File: src/rtl/dram_port_arbiter_if.sv
// Bundles the CPU data port, the Wishbone slave leg and the SRAM port of the data-RAM arbiter.
// The arbiter connects through the slave modport; the environment (CPU, WB master, SRAM) uses master.
interface dram_port_arbiter_if #(
    parameter int RAM_ADDR_WIDTH_WORDS = 8
);
    // CPU data port
    logic                            stb;
    logic [3:0]                      we;
    logic [31:0]                     addr;
    logic [31:0]                     wdata;
    logic [31:0]                     rdata;
    logic                            ack;
    logic                            err;

    // Wishbone slave leg
    logic                            wbs_cyc_i;
    logic                            wbs_stb_i;
    logic                            wbs_we_i;
    logic [3:0]                      wbs_sel_i;
    logic [31:0]                     wbs_adr_i;
    logic [31:0]                     wbs_dat_i;
    logic                            wbs_ack_o;
    logic [31:0]                     wbs_dat_o;

    // Single-port SRAM
    logic                            ram_clk0;
    logic                            ram_csb0;
    logic                            ram_web0;
    logic [3:0]                      ram_wmask0;
    logic [RAM_ADDR_WIDTH_WORDS-1:0] ram_addr0;
    logic [31:0]                     ram_din0;
    logic [31:0]                     ram_dout0;

    modport slave (
        input  stb, we, addr, wdata,
        input  wbs_cyc_i, wbs_stb_i, wbs_we_i, wbs_sel_i, wbs_adr_i, wbs_dat_i,
        input  ram_dout0,
        output rdata, ack, err, wbs_ack_o, wbs_dat_o,
        output ram_clk0, ram_csb0, ram_web0, ram_wmask0, ram_addr0, ram_din0
    );

    modport master (
        output stb, we, addr, wdata,
        output wbs_cyc_i, wbs_stb_i, wbs_we_i, wbs_sel_i, wbs_adr_i, wbs_dat_i,
        output ram_dout0,
        input  rdata, ack, err, wbs_ack_o, wbs_dat_o,
        input  ram_clk0, ram_csb0, ram_web0, ram_wmask0, ram_addr0, ram_din0
    );
endinterface

File: src/rtl/dram_port_arbiter.sv
// Round-robin arbiter sharing the single-port data SRAM between the CPU data port and the WB slave.
// Each granted access runs IDLE -> ACCESS -> RESP; out-of-window requests skip ACCESS.
module dram_port_arbiter #(
    parameter int          RAM_ADDR_WIDTH_WORDS = 8,
    parameter logic [31:0] BASE_ADDR            = 32'h3000_1000
) (
    input  logic                 wb_clk_i,
    input  logic                 wb_rst_i,
    dram_port_arbiter_if.slave   bus
);
    localparam int AW = RAM_ADDR_WIDTH_WORDS;

    typedef enum logic [1:0] {
        IDLE   = 2'd0,
        ACCESS = 2'd1,
        RESP   = 2'd2
    } state_t;

    state_t          state;
    logic            last_wb;
    logic            gnt_wb;
    logic            oow;
    logic            ram_csb;
    logic            ram_web;
    logic [3:0]      ram_wmask;
    logic [AW-1:0]   ram_addr;
    logic [31:0]     ram_din;
    logic            cpu_ack;
    logic            cpu_err;
    logic            wb_ack;

    logic            cpu_req;
    logic            wb_req;
    logic            pick_wb;
    logic [31:0]     sel_addr;
    logic            sel_write;
    logic [3:0]      sel_mask;
    logic [31:0]     sel_data;
    logic            in_window;
    logic            unused_low_bits;

    assign cpu_req = bus.stb;
    assign wb_req  = bus.wbs_cyc_i & bus.wbs_stb_i;

    // On a tie the requester that was not served last wins.
    assign pick_wb = wb_req & (~cpu_req | ~last_wb);

    assign sel_addr  = pick_wb ? bus.wbs_adr_i : bus.addr;
    assign sel_write = pick_wb ? bus.wbs_we_i  : (|bus.we);
    assign sel_mask  = pick_wb ? bus.wbs_sel_i : bus.we;
    assign sel_data  = pick_wb ? bus.wbs_dat_i : bus.wdata;
    assign in_window = (sel_addr[31:AW+2] == BASE_ADDR[31:AW+2]);

    assign unused_low_bits = ^sel_addr[1:0];

    always_ff @(posedge wb_clk_i) begin
        if (wb_rst_i) begin
            state     <= IDLE;
            last_wb   <= 1'b1;
            gnt_wb    <= 1'b0;
            oow       <= 1'b0;
            ram_csb   <= 1'b1;
            ram_web   <= 1'b1;
            ram_wmask <= 4'h0;
            ram_addr  <= '0;
            ram_din   <= '0;
            cpu_ack   <= 1'b0;
            cpu_err   <= 1'b0;
            wb_ack    <= 1'b0;
        end else begin
            case (state)
                IDLE: begin
                    if (cpu_req | wb_req) begin
                        gnt_wb <= pick_wb;
                        if (in_window) begin
                            oow       <= 1'b0;
                            ram_csb   <= 1'b0;
                            ram_web   <= ~sel_write;
                            ram_wmask <= sel_write ? sel_mask : 4'h0;
                            ram_addr  <= sel_addr[AW+1:2];
                            if (sel_write) begin
                                ram_din <= sel_data;
                            end
                            state     <= ACCESS;
                        end else begin
                            // No SRAM cycle: respond directly, CPU gets err, WB gets ack with zero data.
                            oow     <= 1'b1;
                            cpu_err <= ~pick_wb;
                            wb_ack  <= pick_wb;
                            state   <= RESP;
                        end
                    end
                end
                ACCESS: begin
                    ram_csb   <= 1'b1;
                    ram_web   <= 1'b1;
                    ram_wmask <= 4'h0;
                    // A WB master that dropped cyc has abandoned the cycle; the SRAM access still completes.
                    if (gnt_wb) begin
                        wb_ack <= bus.wbs_cyc_i;
                    end else begin
                        cpu_ack <= 1'b1;
                    end
                    state <= RESP;
                end
                RESP: begin
                    cpu_ack <= 1'b0;
                    cpu_err <= 1'b0;
                    wb_ack  <= 1'b0;
                    last_wb <= gnt_wb;
                    state   <= IDLE;
                end
                default: begin
                    state <= IDLE;
                end
            endcase
        end
    end

    assign bus.ram_clk0   = wb_clk_i;
    assign bus.ram_csb0   = ram_csb;
    assign bus.ram_web0   = ram_web;
    assign bus.ram_wmask0 = ram_wmask;
    assign bus.ram_addr0  = ram_addr;
    assign bus.ram_din0   = ram_din;

    assign bus.ack       = cpu_ack;
    assign bus.err       = cpu_err;
    assign bus.wbs_ack_o = wb_ack;

    // SRAM output is only meaningful in the cycle after the enabled edge, i.e. in RESP.
    assign bus.rdata     = (state == RESP && !gnt_wb && !oow) ? bus.ram_dout0 : 32'h0;
    assign bus.wbs_dat_o = (state == RESP &&  gnt_wb && !oow) ? bus.ram_dout0 : 32'h0;
endmodule
File: src/flat_wrapper.sv
// flat-port wrapper written by rule: the top's interface ports become plain ports
module dram_port_arbiter_flat 
#(
    parameter int          RAM_ADDR_WIDTH_WORDS = 8,
    parameter logic [31:0] BASE_ADDR            = 32'h3000_1000
)
  (wb_clk_i, wb_rst_i, bus_stb, bus_we, bus_addr, bus_wdata, bus_wbs_cyc_i, bus_wbs_stb_i, bus_wbs_we_i, bus_wbs_sel_i, bus_wbs_adr_i, bus_wbs_dat_i, bus_ram_dout0, bus_rdata, bus_ack, bus_err, bus_wbs_ack_o, bus_wbs_dat_o, bus_ram_clk0, bus_ram_csb0, bus_ram_web0, bus_ram_wmask0, bus_ram_addr0, bus_ram_din0);
  dram_port_arbiter_if #(.RAM_ADDR_WIDTH_WORDS(RAM_ADDR_WIDTH_WORDS)) bus_i ();
  input  logic wb_clk_i;
  input  logic wb_rst_i;
  input wire logic [$bits(bus_i.stb)-1:0] bus_stb;
  input wire logic [$bits(bus_i.we)-1:0] bus_we;
  input wire logic [$bits(bus_i.addr)-1:0] bus_addr;
  input wire logic [$bits(bus_i.wdata)-1:0] bus_wdata;
  input wire logic [$bits(bus_i.wbs_cyc_i)-1:0] bus_wbs_cyc_i;
  input wire logic [$bits(bus_i.wbs_stb_i)-1:0] bus_wbs_stb_i;
  input wire logic [$bits(bus_i.wbs_we_i)-1:0] bus_wbs_we_i;
  input wire logic [$bits(bus_i.wbs_sel_i)-1:0] bus_wbs_sel_i;
  input wire logic [$bits(bus_i.wbs_adr_i)-1:0] bus_wbs_adr_i;
  input wire logic [$bits(bus_i.wbs_dat_i)-1:0] bus_wbs_dat_i;
  input wire logic [$bits(bus_i.ram_dout0)-1:0] bus_ram_dout0;
  output wire logic [$bits(bus_i.rdata)-1:0] bus_rdata;
  output wire logic [$bits(bus_i.ack)-1:0] bus_ack;
  output wire logic [$bits(bus_i.err)-1:0] bus_err;
  output wire logic [$bits(bus_i.wbs_ack_o)-1:0] bus_wbs_ack_o;
  output wire logic [$bits(bus_i.wbs_dat_o)-1:0] bus_wbs_dat_o;
  output wire logic [$bits(bus_i.ram_clk0)-1:0] bus_ram_clk0;
  output wire logic [$bits(bus_i.ram_csb0)-1:0] bus_ram_csb0;
  output wire logic [$bits(bus_i.ram_web0)-1:0] bus_ram_web0;
  output wire logic [$bits(bus_i.ram_wmask0)-1:0] bus_ram_wmask0;
  output wire logic [$bits(bus_i.ram_addr0)-1:0] bus_ram_addr0;
  output wire logic [$bits(bus_i.ram_din0)-1:0] bus_ram_din0;
  assign bus_i.stb = bus_stb;
  assign bus_i.we = bus_we;
  assign bus_i.addr = bus_addr;
  assign bus_i.wdata = bus_wdata;
  assign bus_i.wbs_cyc_i = bus_wbs_cyc_i;
  assign bus_i.wbs_stb_i = bus_wbs_stb_i;
  assign bus_i.wbs_we_i = bus_wbs_we_i;
  assign bus_i.wbs_sel_i = bus_wbs_sel_i;
  assign bus_i.wbs_adr_i = bus_wbs_adr_i;
  assign bus_i.wbs_dat_i = bus_wbs_dat_i;
  assign bus_i.ram_dout0 = bus_ram_dout0;
  assign bus_rdata = bus_i.rdata;
  assign bus_ack = bus_i.ack;
  assign bus_err = bus_i.err;
  assign bus_wbs_ack_o = bus_i.wbs_ack_o;
  assign bus_wbs_dat_o = bus_i.wbs_dat_o;
  assign bus_ram_clk0 = bus_i.ram_clk0;
  assign bus_ram_csb0 = bus_i.ram_csb0;
  assign bus_ram_web0 = bus_i.ram_web0;
  assign bus_ram_wmask0 = bus_i.ram_wmask0;
  assign bus_ram_addr0 = bus_i.ram_addr0;
  assign bus_ram_din0 = bus_i.ram_din0;
  dram_port_arbiter #(.RAM_ADDR_WIDTH_WORDS(RAM_ADDR_WIDTH_WORDS), .BASE_ADDR(BASE_ADDR)) u_core (.wb_clk_i(wb_clk_i), .wb_rst_i(wb_rst_i), .bus(bus_i));
endmodule
File: config.mk
export PLATFORM = sky130hd
export DESIGN_NAME = dram_port_arbiter_flat
export DESIGN_NICKNAME = d
export VERILOG_FILES = /design/src/rtl/dram_port_arbiter_if.sv /design/src/rtl/dram_port_arbiter.sv /design/src/flat_wrapper.sv
export SDC_FILE = /design/constraint.sdc
export NUM_CORES = 1
export LEC_CHECK = 0
export CORE_AREA = 4 4 147 78
export CTS_CLUSTER_DIAMETER = 80
export DETAILED_ROUTE_END_ITERATION = 16
export DIE_AREA = 0 0 151 82
export PLACE_DENSITY = 0.86
export SLEW_MARGIN = 10
export SYNTH_ARGS = -nofsm -noshare
export SYNTH_HDL_FRONTEND = slang
export SYNTH_SLANG_ARGS = --single-unit
export TNS_END_PERCENT = 50
File: constraint.sdc
create_clock -name wb_clk_i -period 4 [get_ports wb_clk_i]
set_input_delay 1 -clock wb_clk_i [delete_from_list [all_inputs] [get_ports wb_clk_i]]
set_output_delay 1 -clock wb_clk_i [all_outputs]
set_load 0.01 [all_outputs]
# After elaboration in Yosys (flattened, before gate mapping)
# Cells that the tools add are included.
[totals]
ff_bits = 54
in_bits = 174
out_inout_bits = 114
wordCells = 76
[classes]
eq_ne = 8
n_mux = 29
n_bitwise = 8
n_reduce_logical = 19
[ops]
columns = ["op", "n"]
rows = [
  ["$mux W32", 4],
  ["$eq A22 B20 Y1 const B", 1],
  ["$mux W4", 4],
  ["$mux W1", 12],
  ["$reduce_and A3 Y1", 3],
  ["$pmux W1 S2", 4],
  ["$pmux W4 S2", 1],
  ["$reduce_and A4 Y1", 2],
  ["$ne A2 B1 Y1 const B", 3],
  ["$reduce_bool A2 Y1", 3],
  ["$logic_and A1 B1 Y1", 4],
  ["$mux W2", 2],
  ["$ne A2 B2 Y1 const B", 2],
  ["$not A1 Y1", 4],
  ["$pmux W2 S2", 1],
  ["$reduce_and A2 Y1", 2],
  ["$reduce_or A4 Y1", 1],
  ["$pmux W1 S3", 1],
  ["$reduce_bool A3 Y1", 1],
  ["$and A1 B1 Y1", 2],
  ["$eq A2 B1 Y1 const B", 1],
  ["$eq A2 B2 Y1 const B", 1],
  ["$logic_not A1 Y1", 2],
  ["$logic_not A2 Y1", 1],
  ["$or A1 B1 Y1", 2],
]

# Logic depth before layout (Yosys ltp)
# Gate-level depths: netlist (run 1).
[depth]
depth_word = 8
depth_mapped = 8

==> impl_metrics.tcl, run 1 <==
set metrics [dict create \
    final_layout_size_suffix_gt1_share_pct 8.79 \
    cts.clk_slew.worst_paths_ns 0.06 \
    fp.dieH_microns 82 \
    max_cap_violations 0 \
    die_x_microns 151 \
    regArea_sq_mm 0.00108 \
    grt.met3_usage_pct 4.24 \
    cpPeakStageDelay_ns 0.48 \
    antenna_found_initial 0 \
    wl_per_cell_microns 16.0 \
    tritoncts "done" \
    gr-max-usage-layer "met2" \
    postSynthAreaPerCell_sq_um 8.22 \
    viasPerCell 4.80 \
    postRouteAntennaNets 0 \
    rsz0062_at_grt "false" \
    startpoint_type "clock port" \
    grt_max_degree 56 \
    grtUsageMet1_pct 22.2 \
    grt_usage_pct 20.3 \
    pwr-share-seq_pct 35.6 \
    finish.utilization_pct 66.6 \
    multi_input_area_sq_mm 0.00234 \
    ys_warn_count 0 \
    port_buffers 283 \
    endpoint_kind "output port" \
    critPathLaunch "wb_clk_i" \
    ys_seq_area_share_pct 29.9 \
    antennaDiodeCount 0 \
    initial_core_util_pct 35.9 \
    grt_pass1_vias 4074 \
    dr.pass1.iters 4 \
    worstHoldPathType "reg -> reg" \
    clock_skew_ns 0.00497 \
    p_switching_mw 0.382 \
    netlist_area_sq_mm 0.00362 \
    powerDensity_mw_per_mm2 231 \
    worstHoldStart "u_core.bus.ram_wmask0[2]" \
    routabilityCongestion 0.823 \
    clockPowerShare_pct 37.8 \
    power_mw 1.55 \
    internal_power_mw 1.17 \
    path_max_fanout 2 \
    fp-row-count 26 \
    cp.buffers_inverters 3 \
    vdd_drop_max_uv 161 \
    p_comb_share_pct 26.7 \
    worst_path_most_repeated_cell "clkbuf_16" \
    synthDistinctLibCells 42 \
    syn2layout_area_growth_pct 85.7 \
    synth-seq-cells 54 \
    routed_wl_mm 13.5 \
    critical_path_arrival_ns 2.72 \
    n_fill_cell 802 \
    final.setup.tns_ns 0 \
    cp_slowest_cell "clkdlybuf4s50_1" \
    setup_viol 0 \
    vias 4057 \
    synth_edf_count 0 \
    layout.cells.non_filler 845 \
    required_ns 3.00 \
    tightest_slew_ns 0.707 \
    io_pins 288 \
    path_cells "clkbuf_16 -> clkbuf_16 -> clkdlybuf4s50_1" \
    slew_headroom_pct 52.4 \
    use_met2_pct 39.7 \
    postCtsHoldBufs 0 \
    rr_startpoint "u_core.state[0]" \
    place_inst 835 \
    synth-async-reset-ratio_pct 0 \
    cts_resized 0 \
    netlist_instances 440 \
    hpwl_mm 10.6 \
    final_nets 883 \
    core_sq_mm 0.0101 \
    post_cts_buffers 0 \
    outcome "finished clean" \
    p_leak_nw 2.74 \
    drv_slew 0 \
    grt_pass1_wl_mm 20.1 \
    swShare_pct 24.6 \
    finalHoldViolCount 0 \
    overflow 0 \
    crit_family "buffers and inverters" \
    synth_fp_nets 618 \
    die_area_sq_mm 0.0124 \
    drc_errors 0 \
    drt_iter0_markers 194 \
    clkLatencyLatePin_ns 0.40 \
    crit_type "clk -> out" \
    synthFlopType "dfxtp_1" \
]
[state kept, by name (all words and copies together), names as in the netlist, 2 cells and up]
signal	count
u_core.bus.ram_din0	32
u_core.bus.ram_wmask0	4
u_core.bus.ram_addr0	8
u_core.state	2
[worst register-to-register path, cell delays in order (launching register included)]
cell,delay [ns]
dfxtp_1,0.34
inv_1,0.09
ha_1,0.33
nand2_1,0.32
or3_2,0.57
buf_12,0.22
mux2_4,0.33
[routing by layer]
metal  vias to the layer above  wire length [microns]
met2                       132                   7440
met1                      1889                   5160
met5                         -                      0
met3                        13                    728
met4                         0                    174
li1                       2023                      -
[through the flow]
stage | setup WS, ns | hold slack, ns | cell area [sq um]
6_report | 0.276 | 0.464 | 6720
5_1_grt | 0.261 | 0.491 | 6720
4_1_cts | 0.265 | 0.469 | 6720
3_5_place_dp | 0.408 | 0.459 | 6510
3_3_place_gp | 0.431 | 0.434 | 6510
2_1_floorplan | 0.881 | 0.450 | 3620
[area by class of cell]
cell class,instances,share of cell area [%]
inverter,5,0.279
clock buffer,11,3.24
sequential,54,16.1
tap,140,2.61
timing repair buffer,289,42.9
multi-input combinational,346,34.9
[synthesized netlist by cell type, drive strengths merged, types with 2 or more instances]
master / number / area [sq um]
nand2b: 2 / 12.5
a21oi: 40 / 200
nor4b: 2 / 17.5
inv: 4 / 15.0
nand2: 81 / 304
a211oi: 2 / 20.0
and2: 65 / 407
nor4bb: 2 / 20.0
a211o: 7 / 61.3
o21ai: 5 / 25.0
dfxtp: 54 / 1080
nor2: 8 / 30.0
ha: 4 / 50.1
mux2i: 13 / 130
nand4: 2 / 12.5
nor2b: 37 / 231
a31o: 8 / 70.1
nand3: 6 / 30.0
nor4: 14 / 87.6
a22oi: 2 / 15.0
clkbuf: 26 / 97.6
nor3: 2 / 10.0
mux2: 32 / 473
buf: 9 / 101
[logic make-up (layout without fill, tap and decap cells)]
family | count (synthesis) | after routing | synth area share, %
and+or+nand+nor | 227 | 227 | 33.5
AOI/OAI and AO/OA | 70 | 70 | 12.5
DFF | 54 | 54 | 29.9
muxes | 45 | 45 | 16.7
buffers and inverters | 40 | 305 | 6.02
adders and majority gates | 4 | 4 | 1.38
[final timing paths]
path                                    to  slack (ns)  cells past startpoint
hold / removal    u_core.bus.ram_wmask0[2]        0.46                      2
setup / recovery              bus_ram_clk0        0.28                      3
hold reg to reg   u_core.bus.ram_wmask0[2]        0.46                      2
setup reg to reg    u_core.bus.ram_din0[1]        1.69                      6
[power groups by stage]
stage	Clock (mW)	Sequential, mW	Combinational [mW]
after CTS	0.600	0.552	0.417
final	0.587	0.552	0.414
after global routing	0.619	0.553	0.449
after detailed placement	0.0254	0.564	0.414
after global placement	0.0254	0.564	0.407
after floorplan	0.0206	0.563	0.149
[placed cells by master (no fill, tap or decap), types with 2 or more instances in the layout]
cell / n
and2_1: 65
nor2_1: 8
dfxtp_1: 54
inv_1: 4
ha_1: 4
nor4bb_1: 2
a22oi_1: 2
mux2i_1: 13
clkdlybuf4s50_1: 282
clkbuf_1: 2
mux2_2: 2
a211o_1: 7
nand3_1: 6
nor2b_1: 37
mux2_4: 30
nand4_1: 2
nand2_1: 81
nor4b_1: 2
nor4_1: 14
clkbuf_16: 8
buf_4: 6
a31o_2: 8
o21ai_0: 5
a21oi_1: 39
nand2b_1: 2
(Power assumes the default switching activity.)
==> inputs of run 2 (changes only) <==
--- a/config.mk
+++ b/config.mk
@@ -5,11 +5,12 @@
 export SDC_FILE = /design/constraint.sdc
 export NUM_CORES = 1
 export LEC_CHECK = 0
-export CORE_AREA = 4 4 147 78
+export CORE_AREA = 2 2 145 76
 export CTS_CLUSTER_DIAMETER = 80
 export DETAILED_ROUTE_END_ITERATION = 16
-export DIE_AREA = 0 0 151 82
-export PLACE_DENSITY = 0.86
+export DIE_AREA = 0 0 147 78
+export GPL_TIMING_DRIVEN = 1
+export PLACE_DENSITY = 0.94
 export SLEW_MARGIN = 10
 export SYNTH_ARGS = -nofsm -noshare
 export SYNTH_HDL_FRONTEND = slang
==> run 2 against run 1 <==
Sequential share of layout area is essentially flat. Total power is 0.86% higher. Die area is 7.4% lower. Sequential power about the same. Core utilization shrank 0.15 points. Routed wire length rose by 1.8%. Worst setup slack improved by 0.0091 ns. Clock power up 1%.
==> impl_metrics.tcl, run 2 (synthesized netlist as in run 1, its figures left out) <==
set metrics [dict create \
    final_layout_size_suffix_gt1_share_pct 9.09 \
    final.setup.tns_ns 0 \
    worstRegToRegCells 6 \
    top_layer "met4" \
    tightest_slew_ns 0.812 \
    path_cells "clkbuf_16 -> clkbuf_16 -> clkdlybuf4s50_1" \
    wirelength_met1_mm 5.37 \
    wl_met2_mm 7.23 \
    die_x_microns 147 \
    route.met3.wl_microns 763 \
    cpPeakStageDelay_ns 0.47 \
    die_area_sq_mm 0.0115 \
    required_ns 3.00 \
    viasPerCell 4.97 \
    grt_pass1_vias 4356 \
    hpwl_mm 10.5 \
    rr_startpoint "u_core.state[0]" \
    grt_max_degree 50 \
    drc_errors 0 \
    path_max_fanout 2 \
    port_buffers 283 \
    tritoncts "done" \
    routabilityCongestion 0.796 \
    drt_iter0_markers 282 \
    outcome "finished clean" \
    postCtsHoldBufs 0 \
    final_cell_mix "282 x clkdlybuf4s50_1, 80 x nand2_1, 65 x and2_1" \
    final_nets 882 \
    fp.dieH_microns 78 \
    syn2layout_area_growth_pct 85.3 \
    clock_skew_ns 0.00546 \
    antennaDiodeCount 0 \
    post_cts_buffers 0 \
    antenna_found_initial 0 \
    slew_headroom_pct 45.7 \
    cp.buffers_inverters 3 \
    powerDensity_mw_per_mm2 234 \
    cts_resized 0 \
    drv_slew 0 \
    cts.clk_slew.worst_paths_ns 0.07 \
    layout.cells.non_filler 844 \
    finalHoldViolCount 0 \
    worstHoldStart "u_core.bus.ram_csb0" \
    dr.pass1.iters 5 \
    p_leak_nw 2.74 \
    worstHoldPathType "reg -> reg" \
    endpoint_kind "output port" \
    overflow 0 \
    core_sq_mm 0.0101 \
    rrSetupSlack_ns 1.61 \
    grt_pass1_wl_mm 21.6 \
    largest_reg_flops 32 \
    cp.depth 3 \
    grt_usage_pct 23.3 \
    wl_per_cell_microns 16.3 \
    crit_family "buffers and inverters" \
    clkLatencyLatePin_ns 0.40 \
    postRouteAntennaNets 0 \
    initial_core_util_pct 35.9 \
    rsz0062_at_grt "false" \
    critical_path_arrival_ns 2.71 \
    worst_path_most_repeated_cell "clkbuf_16" \
    vdd_drop_max_uv 164 \
    final_common_cell "clkdlybuf4s50_1" \
    finish.utilization_pct 66.5 \
    io_pins 288 \
    worst_hold_path.num_cells 1 \
    cp_slowest_cell "clkdlybuf4s50_1" \
    critPathLaunch "wb_clk_i" \
    vias 4194 \
    routed_wl_mm 13.8 \
    max_cap_violations 0 \
    fp-row-count 26 \
    crit_type "clk -> out" \
    place_inst 834 \
    startpoint_type "clock port" \
    setup_viol 0 \
]
run 2: cell types whose count changed in the layout (fill, tap and decap cells not counted), sizes merged:
cell / previous run / this run
buf: 8 / 7
clkbuf: 10 / 8
clkinv: 1 / 3
run 2: worst paths after layout:
check / end
setup reg to reg: u_core.bus.ram_din0[5]
hold / removal: u_core.bus.ram_csb0
setup / recovery: bus_ram_clk0
hold reg to reg: u_core.bus.ram_csb0
run 2: per-stage QoR:
step / hold slack (ns) / setup WS (ns) / cell area, sq um / total power [mW]
2_1_floorplan: 0.450 / 0.881 / 3620 / 0.732
3_3_place_gp: 0.436 / 0.383 / 6490 / 0.996
3_5_place_dp: 0.440 / 0.361 / 6490 / 1.01
4_1_cts: 0.456 / 0.280 / 6700 / 1.58
5_1_grt: 0.476 / 0.276 / 6700 / 1.64
6_report: 0.454 / 0.285 / 6700 / 1.57
run 2: power breakdown:
part | switching (mW) | internal (mW)
Sequential | 0.00690 | 0.545
Combinational | 0.167 | 0.253
Clock | 0.224 | 0.371
Total | 0.398 | 1.17
run 2: routing by layer:
layer  vias to the layer above  track usage, %
met5                         -               0
li1                       2024               -
met3                        40            5.24
met1                      1959            26.1
met2                       171            43.6
met4                         0            8.75
run 2: area by class of cell:
type,count,area (sq um)
Tap cell,140,175
Sequential cell,54,1080
Multi-Input combinational cell,346,2340
Timing Repair Buffer,288,2860
Clock inverter,2,10.0
Fill cell,821,3380
Inverter,5,18.8
Clock buffer,9,210
